--- src/rtl/cpu_sequencer.sv ---
`default_nettype none
// ============================================================================
// Module   : cpu_sequencer
// Purpose  : Fetch/wait/execute controller owning the PC and instruction
//            register; gates GPR writes to EXEC and resolves JMP/HLT.
// Revision : 1.0 - initial release
// ============================================================================
module cpu_sequencer #(
    parameter int                ADDR_W   = 8,
    parameter logic [ADDR_W-1:0] RESET_PC = '0
) (
    input  logic              clk,
    input  logic              rst,
    input  logic              run,
    input  logic              step,
    output logic [ADDR_W-1:0] rom_addr,
    input  logic [23:0]       rom_data,
    output logic [23:0]       ir,
    input  logic              dec_gpr_w_enable,
    output logic              gpr_w_enable,
    output logic [ADDR_W-1:0] pc,
    output logic              busy,
    output logic              halted,
    output logic              step_done
);

    localparam logic [7:0]        c_op_jmp = 8'h20;
    localparam logic [7:0]        c_op_hlt = 8'h21;
    localparam logic [ADDR_W-1:0] c_pc_one = {{(ADDR_W-1){1'b0}}, 1'b1};

    typedef enum logic [2:0] {
        c_st_idle  = 3'd0,
        c_st_fetch = 3'd1,
        c_st_wait  = 3'd2,
        c_st_exec  = 3'd3,
        c_st_halt  = 3'd4
    } state_t;

    state_t            r_state;
    logic [ADDR_W-1:0] r_pc;
    logic [23:0]       r_ir;
    logic              r_step_mode;
    logic              r_step_done;
    logic              r_busy;
    logic              r_halted;

    logic [7:0]        w_opcode;
    logic [ADDR_W-1:0] w_target;

    assign w_opcode = r_ir[23:16];
    assign w_target = ADDR_W'(r_ir[7:0]);

    always_ff @(posedge clk) begin
        if (rst) begin
            r_state     <= c_st_idle;
            r_pc        <= RESET_PC;
            r_ir        <= 24'h0;
            r_step_mode <= 1'b0;
            r_step_done <= 1'b0;
            r_busy      <= 1'b0;
            r_halted    <= 1'b0;
        end else begin
            r_step_done <= 1'b0;
            case (r_state)
                c_st_idle: begin
                    if (run) begin
                        r_state     <= c_st_fetch;
                        r_step_mode <= 1'b0;
                        r_busy      <= 1'b1;
                    end else if (step) begin
                        r_state     <= c_st_fetch;
                        r_step_mode <= 1'b1;
                        r_busy      <= 1'b1;
                    end
                end
                c_st_fetch: begin
                    r_state <= c_st_wait;
                end
                c_st_wait: begin
                    r_ir    <= rom_data;
                    r_state <= c_st_exec;
                end
                c_st_exec: begin
                    if (w_opcode == c_op_hlt) begin
                        r_state  <= c_st_halt;
                        r_busy   <= 1'b0;
                        r_halted <= 1'b1;
                    end else begin
                        r_pc <= (w_opcode == c_op_jmp) ? w_target : r_pc + c_pc_one;
                        if (r_step_mode) begin
                            r_step_done <= 1'b1;
                            r_state     <= c_st_idle;
                            r_busy      <= 1'b0;
                        end else if (run) begin
                            r_state <= c_st_fetch;
                        end else begin
                            r_state <= c_st_idle;
                            r_busy  <= 1'b0;
                        end
                    end
                end
                c_st_halt: begin
                    // Sticky until reset; run/step are deliberately ignored.
                    r_state <= c_st_halt;
                end
                default: begin
                    r_state  <= c_st_idle;
                    r_busy   <= 1'b0;
                    r_halted <= 1'b0;
                end
            endcase
        end
    end

    // Reset masks the strobe in the same cycle so an aborted EXEC never writes.
    assign gpr_w_enable = (r_state == c_st_exec) & dec_gpr_w_enable & ~rst;

    assign rom_addr  = r_pc;
    assign pc        = r_pc;
    assign ir        = r_ir;
    assign busy      = r_busy;
    assign halted    = r_halted;
    assign step_done = r_step_done;

endmodule
`default_nettype wire

--- config.mk ---
export PLATFORM = sky130hd
export DESIGN_NAME = cpu_sequencer
export DESIGN_NICKNAME = d
export VERILOG_FILES = /design/src/rtl/cpu_sequencer.sv
export SDC_FILE = /design/constraint.sdc
export NUM_CORES = 1
export LEC_CHECK = 0
export ABC_AREA = 1
export BUFFER_PORTS_ARGS = -buffer_cell sky130_fd_sc_hd__clkbuf_2
export CORE_AREA = 2 2 65 67
export CTS_CLUSTER_DIAMETER = 120
export DETAILED_ROUTE_END_ITERATION = 10
export DIE_AREA = 0 0 67 69
export GPL_TIMING_DRIVEN = 1
export HOLD_SLACK_MARGIN = 0.03
export PLACE_DENSITY = 0.76
export SLEW_MARGIN = 20
export SYNTH_ARGS = -nofsm -noshare
export SYNTH_HDL_FRONTEND = slang
export SYNTH_SLANG_ARGS = --single-unit
--- constraint.sdc ---
create_clock -name clk -period 1.3 [get_ports clk]
set_input_delay 0.325 -clock clk [delete_from_list [all_inputs] [get_ports clk]]
set_output_delay 0.325 -clock clk [all_outputs]
set_load 0.05 [all_outputs]
# == Yosys cells after proc, flatten, opt, wreduce, memory -nomap -nowiden ==
# Index checks and enable logic that the tools add are counted.
# word_totals
reg_bits,39
out_inout_bits,44
romBits,0
mem_count,0
word_cells,50
latchBits,0
ramBits,0
inputBits,29
# op_classes
bitwise,7
n_reduce_logical,9
shifts,0
n_div,0
muxes,17
n_lt_le_gt_ge,0
n_mul,0
eq_ne,9
addsub,1
# ops
operator,n
8-bit by 6-bit equality test with 1-bit output (second input constant),2
3-bit one-hot mux with 5 select lines,1
1-bit two-way mux,10
3-bit two-way mux,3
8-bit by 1-bit adder with 8-bit output (second input constant),1
8-bit two-way mux,1
3-bit by 2-bit equality test with 1-bit output (second input constant),2
2-bit AND reduction,3
3-bit OR reduction,2
1-bit NOT,5
4-bit inequality test (second input constant),1
4-bit OR reduction,1
3-bit by 1-bit equality test with 1-bit output (second input constant),1
3-bit equality test (second input constant),1
3-bit zero test,1
3-bit inequality test (second input constant),1
1-bit one-hot mux with 3 select lines,1
3-bit AND reduction,1
1-bit bitwise AND,2
2-bit inequality test (second input constant),1
1-bit one-hot mux with 2 select lines,1
2-bit nonzero test,1

# == Logic depth before layout (Yosys ltp) ==
# Gate-level depths: netlist of run 1.
# logic_depth
depth_word,4
depth_mapped,8
ltp_nobuf,8

# == Worst setup path before layout of run 1 ==
# OpenSTA, ideal clock, no wires.
# synth_timing
path_type,register to output
startpoint,register r_state[0]
endpoint,output gpr_w_enable
path_slack_ns,-0.317
required_time_ns,0.975
arrival_time_ns,1.292
stages_incl_launch_ff,5
n_path_buf,0
cell_sequence,dfxtp_1 > nand2_1 > nor2_2 > nand2_1 > nor2_1
# synth_via
elab_chain_len,3
# synth_lines
item,line_no,rtl
from (decl),39,state_t r_state;
from (signal assigned),55,r_state <= c_st_idle;
from (signal assigned),67,r_state <= c_st_fetch;
from (signal assigned),71,r_state <= c_st_fetch;
3-bit by 2-bit equality test with 1-bit output,116,assign gpr_w_enable = (r_state == c_st_exec) & dec_gpr_w_enable & ~rst;
1-bit bitwise AND (2 in a row),116,
to (decl),20,"output logic gpr_w_enable,"
# Every way passes these cells.

# == Worst setup path after layout of run 1 ==
# Same ends and word-level chain as after synthesis.

==> metrics.md, run 1 <==
| Metric | Value |
|---|---|
| Internal power | between 1.5 and 2 mW |
| Synth unique cells | 28 |
| Initial antenna violation count | 0 |
| Core box area | between 3000 and 4000 sq um |
| Layout Cells excl Fill | 386 |
| Peak VDD IR | ~0.79 mV |
| Register area | a little over 800 sq um |
| Antenna Cells | 0 |
| H-tree depth | 2 |
| Met2 usage | 30.0% |
| Netlist Area Pre-Place | 1840 sq um |
| Tcrit/Tclk final | 111% |
| WL/cell | ~11 microns |
| Clock slew at reported path FFs | about 0.08 ns |
| GPL Wtd Cong | around 0.83 |
| Vias in the first global route | roughly 1700 |
| Register bit total from synthesis | 39 |
| Endpoints failing hold | 0 |
| Clock power frac | 27.6% |
| Worst Hold Class | in -> reg |
| MaxCap Viol Count | 0 |
| I/O Buffers | 72 |
| Largest net degree at the start of global routing | 37 |
| Fin. max-slew vios | 0 |
| Synth Area per Inst | just over 7 sq um |
| Total grt overflow | 0 |
| Filler instances | about 370 |
| Vias | roughly 1900 |
| Die area | approximately 4600 sq um |
| Hold-fix buffers at CTS | 0 |
| CTS buffer count | 5 |
| P_sw | between 1 and 1.5 mW |
| Failing checks | negative setup slack |
| Power Density | roughly 1200 nW/um^2 |
| Fmax | 0.694 GHz |
| Min Clock Period, post-route | ~1.4 ns |
| Most frequent cells in the layout | clkbuf_2 (51), nand2_1 (45), nor2_1 (35) |
| Gr usage total | between 10% and 20% |
| Post-DP HPWL | between 3000 and 4000 microns |
| IO Pins | 73 |
| DRT antenna net count | 0 |
| CP arrival | around 1.1 ns |
| Actual slew at the worst max-slew pin | 0.311 ns |
| DRC errors left | 0 |
| RSZ-0062 raised after global routing | true |
| Clk_skew | around 0.007 ns |
| CTS tree | done |
| Root buffer cell | clkbuf_8 |
| First-pass GRT wire length | between 6000 and 7000 microns |
| Met1 usage | 24.8% |
| Post-DR vias/cell | between 4 and 5 |
| Area Overhead vs Synth | 34.9% |
| Placed cell count | 377 |
| Sequential area share after synthesis | around 42% |
| Fin Hold WS | roughly 0.24 ns |
| CP required | between 0.9 and 1 ns |
| Most Crowded Layer GR | met2 |
| Worst setup margin | -0.140 ns |
| Met3 usage | under 10% |
| Leakage | about 1.2 nW |
| Reg power frac | between 40% and 50% |
| Crit path kind | reg -> out |
| CTS Buffer Depth | 2 |
| Net Sw Frac | between 30 and 40% |
| Fin nets | 365 |
| Die Height | a little under 70 microns |
| Footprint of the multi-input gates | between 800 and 900 sq um |
| Clk sink count | 39 |
| Commonest non-fill, non-tap cell in the layout | clkbuf_2 |
| Post-Route WL | 4280 microns |
| Final setup fails | 1 |
| Outcome | finished with violations |
| Startpoint types | flop |
| CP endpoint kind | primary output |
| Drt pass-1 iters | 4 |
| Syn Inst Count | approximately 260 |
| Crit path max fanout | 3 |
| Iter 0 DRT Violations | 86 |
| Yosys warns | 0 |
| Layout cells sized above 1 | 40.8% |
| Combinational share of power | between 20% and 30% |
| Rel. slew slack | approximately 80% |
| Die W | roughly 67 microns |
| Net count after synthesis | 289 |
| Initial Utilization | between 40% and 50% |
| Clk_lat worst skew | ~0.3 ns |
| FP Rows | 23 |
-- critical path, stage by stage, from the launching register on --
cell	delay [ns]
dfxtp_2	0.35
nand2_2	0.07
nor2_4	0.09
nand2_2	0.07
nor2_4	0.09
buf_8	0.15
-- state kept, by name (all words and copies together) (netlist names) --
register	cells
halted	1
step_done	1
r_step_mode	1
pc	8
r_state	3
ir	24
busy	1
-- layout make-up --
class                   instances  area share, %
flip-flops and latches         39           32.8
repair buffers                 85           21.0
inverters                      29           4.78
clock buffers                   5           2.77
well taps                      50           2.51
clock inverters                 3          0.754
multi-input cells             175           35.4
-- metrics by stage --
stage | util (%) | setup slack, ns | power [mW] | TNS [ns] | cell area (sq um)
6_report | 63.6 | -0.140 | 3.00 | -0.140 | 2490
5_1_grt | 63.6 | -0.209 | 3.15 | -0.317 | 2490
4_1_cts | 62.0 | -0.178 | 2.99 | -0.178 | 2420
3_5_place_dp | 58.2 | 0.00600 | 2.17 | 0 | 2280
3_3_place_gp | 58.2 | 0.0210 | 2.15 | 0 | 2280
2_1_floorplan | - | 0.00115 | 1.97 | 0 | 1880
-- cell usage after synthesis, drive strengths merged --
cell	number	area share (%)
nor3	1	0.27
nor4	1	0.34
inv	29	6.0
ha	1	0.68
xor2	1	0.47
nand3	16	4.3
nand4	1	0.34
or2	1	0.47
o31ai	1	0.41
a21oi	28	8.0
buf	13	5.8
nor2	41	10
o21ai	31	8.8
nand2	52	11
dfxtp	39	42
clkbuf	3	0.68
-- final timing paths --
check                                   from            to  slack (ns)  cells after the start
worst max-delay path              r_state[0]  gpr_w_enable       -0.14                      5
worst min-delay path            rom_data[14]        ir[14]        0.24                      3
worst max register to register    r_state[2]        ir[19]        0.08                      5
worst min register to register        halted        halted        0.46                      2
-- timing repair --
item	in CTS	in global routing
pin swaps	0	4
buffers inserted	0	1
setup endpoints to repair	13	37
gates resized for setup	20	43
endpoints found under the hold margin	0	0
-- power groups by stage --
stage / clock network (mW) / registers [mW] / logic (mW)
6_report: 0.829 / 1.35 / 0.821
5_1_grt: 0.891 / 1.36 / 0.893
4_1_cts: 0.847 / 1.35 / 0.800
3_5_place_dp: 0 / 1.37 / 0.794
3_3_place_gp: 0 / 1.37 / 0.786
2_1_floorplan: 0 / 1.64 / 0.328
-- cells by family after synthesis --
kind of cell | share of synthesized area [%]
compound gates | 17.2
xor+xnor | 0.475
fa+ha+maj | 0.678
buf+inv | 12.5
flops | 42.3
simple gates | 26.8
-- per-layer routing --
layer / share of wire (%) / routed length, microns
met3: 6.4 / 273
met5: 0 / 0
met4: 1.4 / 58
met1: 45 / 1940
met2: 47 / 2010
Note: power is estimated with default switching activity, not from simulation.
==> run 2: changes to the inputs <==
CORE_AREA = 2 2 64 66   (was 2 2 65 67)
DIE_AREA = 0 0 66 68   (was 0 0 67 69)
PLACE_DENSITY = 0.8   (was 0.76)
clock period = 1.83 ns   (was 1.3 ns; I/O delays follow)
==> run 2 against run 1 <==
Compared with the run above: the flow now finishes without violations; clock power up 2%; largest cell class unchanged; first-iteration DRC count up 22%; worst setup slack better by 0.25 ns; clock-buffer cell count up 1; sequential share of layout area up 1.0 points; critical path type unchanged; sequential cell count unchanged; total power down 22%.
==> metrics.md, run 2 (synthesis gave the netlist of run 1 again) <==
| Metric | Value |
|---|---|
| Worst Hold Class | in -> reg |
| GPL Wtd Cong | slightly above 0.8 |
| MaxCap Viol Count | 0 |
| CTS buffer count | 5 |
| R2R cell count | 5 |
| H-tree depth | 2 |
| Total grt overflow | 0 |
| Largest register FFs | 24 |
| Most used cell, CP | nand2_1 |
| Net Sw Frac | a little under a third |
| First-pass GRT wire length | roughly 6700 microns |
| Crit path kind | reg -> out |
| Outcome | complete, no violations |
| Max incr delay on CP | 0.35 ns |
| CTS tree | done |
| Clk_lat worst skew | between 0.2 and 0.3 ns |
| Rel. slew slack | about 77% |
| DRC errors left | 0 |
| CP Cell Sequence | nand2_1, nor2_4, nand2_1, nor2_2, buf_4 |
| Gr usage total | a little under a fifth |
| Iter 0 DRT Violations | roughly 110 |
| Layout Cells excl Fill | about 380 |
| Layout cells sized above 1 | between 20 and 30% |
| WL/cell | 10.7 microns |
| Actual slew at the worst max-slew pin | between 0.3 and 0.4 ns |
| Final setup fails | 0 |
| P_sw | ~0.74 mW |
| Combinational share of power | a little under a quarter |
| R2R Path End | ir[19] |
| Endpoints failing hold | 0 |
| Fin. max-slew vios | 0 |
| Vias | 1823 |
| Clock slew at reported path FFs | about 0.08 ns |
| Setup TNS | 0 ns |
| Post-DP HPWL | between 3000 and 4000 microns |
| Min Clock Period, post-route | about 1.7 ns |
| Core box area | slightly below 4000 sq um |
| Commonest non-fill, non-tap cell in the layout | clkbuf_2 |
| Peak VDD IR | roughly 0.6 mV |
| Clock power frac | between 30% and 40% |
| Min-Delay Path Depth | 3 |
| DRT antenna net count | 0 |
| FP Rows | 23 |
| Root buffer cell | clkbuf_8 |
| Filler instances | 375 |
| CP arrival | about 1.3 ns |
| CTS Buffer Depth | 2 |
| I/O Buffers | 72 |
| CP endpoint kind | primary output |
| Worst hold endpoint | ir[10] |
| Initial Utilization | between 40% and 50% |
| Placed cell count | ~370 |
| Clk_skew | about 0.008 ns |
| Setup slack of the most critical reg-to-reg path | approximately 0.4 ns |
| Antenna Cells | 0 |
| Internal power | 1.59 mW |
| IO Pins | 73 |
| Clk sink count | 39 |
| Crit path max fanout | 4 |
| Vias in the first global route | approximately 1600 |
| Fmax | 0.582 GHz |
| R2r startpoint | r_state[2] |
| Area Overhead vs Synth | 25.0% |
| Die Height | 68 microns |
| Most frequent cells in the layout | clkbuf_2 (71), nand2_1 (50), dfxtp_1 (39) |
| Tcrit/Tclk final | between 90% and 100% |
| Reg power frac | around two fifths |
| Startpoint types | flop |
| Die area | between 4000 and 5000 sq um |
| RSZ-0062 raised after global routing | false |
| Largest net degree at the start of global routing | 37 |
| Power Density | slightly above 1000 nW/um^2 |
| Fin nets | between 300 and 400 |
| Drt pass-1 iters | 4 |
| Post-CTS Setup Bufs | 0 |
| Leakage | ~1.1 nW |
| Post-Route WL | between 4000 and 5000 microns |
| Post-DR vias/cell | between 4 and 5 |
| Initial antenna violation count | 0 |
| CP required | ~1.4 ns |
| CP max stage cell | dfxtp_1 |
| Hold wc startpoint | rom_data[10] |
| Hold-fix buffers at CTS | 0 |
| Die W | 66 microns |
[run 2: cell types whose count changed in the layout (fill, tap and decap cells not counted), moves of 6 or more]
cell	delta
buf_4	-17
clkbuf_2	+20
dfxtp_1	+17
dfxtp_2	-11
dfxtp_4	-6
[run 2: cell type report]
| cell class | instances | area [sq um] | share of cell area, % |
|---|---|---|---|
| clock buffer | 6 | 72.6 | 3.15 |
| clock inverter | 2 | 60.1 | 2.60 |
| inverter | 29 | 111 | 4.83 |
| multi-input combinational | 175 | 841 | 36.5 |
| sequential | 39 | 781 | 33.9 |
| tap | 50 | 62.6 | 2.71 |
| timing repair buffer | 74 | 378 | 16.4 |
[run 2: per-layer routing]
metal | track usage, % | wire length [microns] | vias up
met3 | 5.26 | 280 | 5
met1 | 24.5 | 1870 | 797
met2 | 31.9 | 1830 | 65
met5 | 0 | 0 | -
li1 | - | - | 956
met4 | 4.59 | 40 | 0
[run 2: power groups by stage]
stage | sequential [mW] | combinational [mW] | clock (mW)
after global routing | 0.964 | 0.586 | 0.893
after floorplan | 1.17 | 0.232 | 0
after detailed placement | 0.974 | 0.538 | 0
after CTS | 0.956 | 0.539 | 0.861
after global placement | 0.973 | 0.533 | 0
final | 0.956 | 0.536 | 0.842
[run 2: timing repair]
action,in CTS,in global routing
gates resized for setup,1,2
endpoints found under the setup margin,1,1
hold endpoints to repair,0,0
cloned,0,0
[run 2: per-stage QoR]
| stage | total power, mW | instance area (sq um) | hold slack, ns | setup slack, ns | utilization, % |
|---|---|---|---|---|---|
| floorplan | 1.40 | 1850 | 0.439 | 0.195 | - |
| global placement | 1.51 | 2170 | 0.451 | 0.331 | 56.2 |
| detailed placement | 1.51 | 2170 | 0.456 | 0.315 | 56.2 |
| CTS | 2.36 | 2300 | 0.379 | 0.0440 | 59.7 |
| global route | 2.44 | 2310 | 0.391 | 0.0237 | 59.8 |
| finish | 2.33 | 2310 | 0.388 | 0.113 | 59.8 |
[run 2: worst max path at each step]
stage	startpoint	end	slack, ns	cells past startpoint
finish	r_state[0]	gpr_w_enable	0.11	5
global route	r_state[0]	gpr_w_enable	0.02	5
CTS	r_state[0]	gpr_w_enable	0.04	5
detailed placement	r_state[0]	gpr_w_enable	0.32	5
global placement	r_state[0]	gpr_w_enable	0.33	5
floorplan	rst	gpr_w_enable	0.20	4
[run 2: worst max-delay path: cells and delay by family (launching register included)]
family                 cells  cell delay (ns)
buffers and inverters      1             0.19
flip-flops                 1             0.35
AND/OR/NAND/NOR            4             0.44
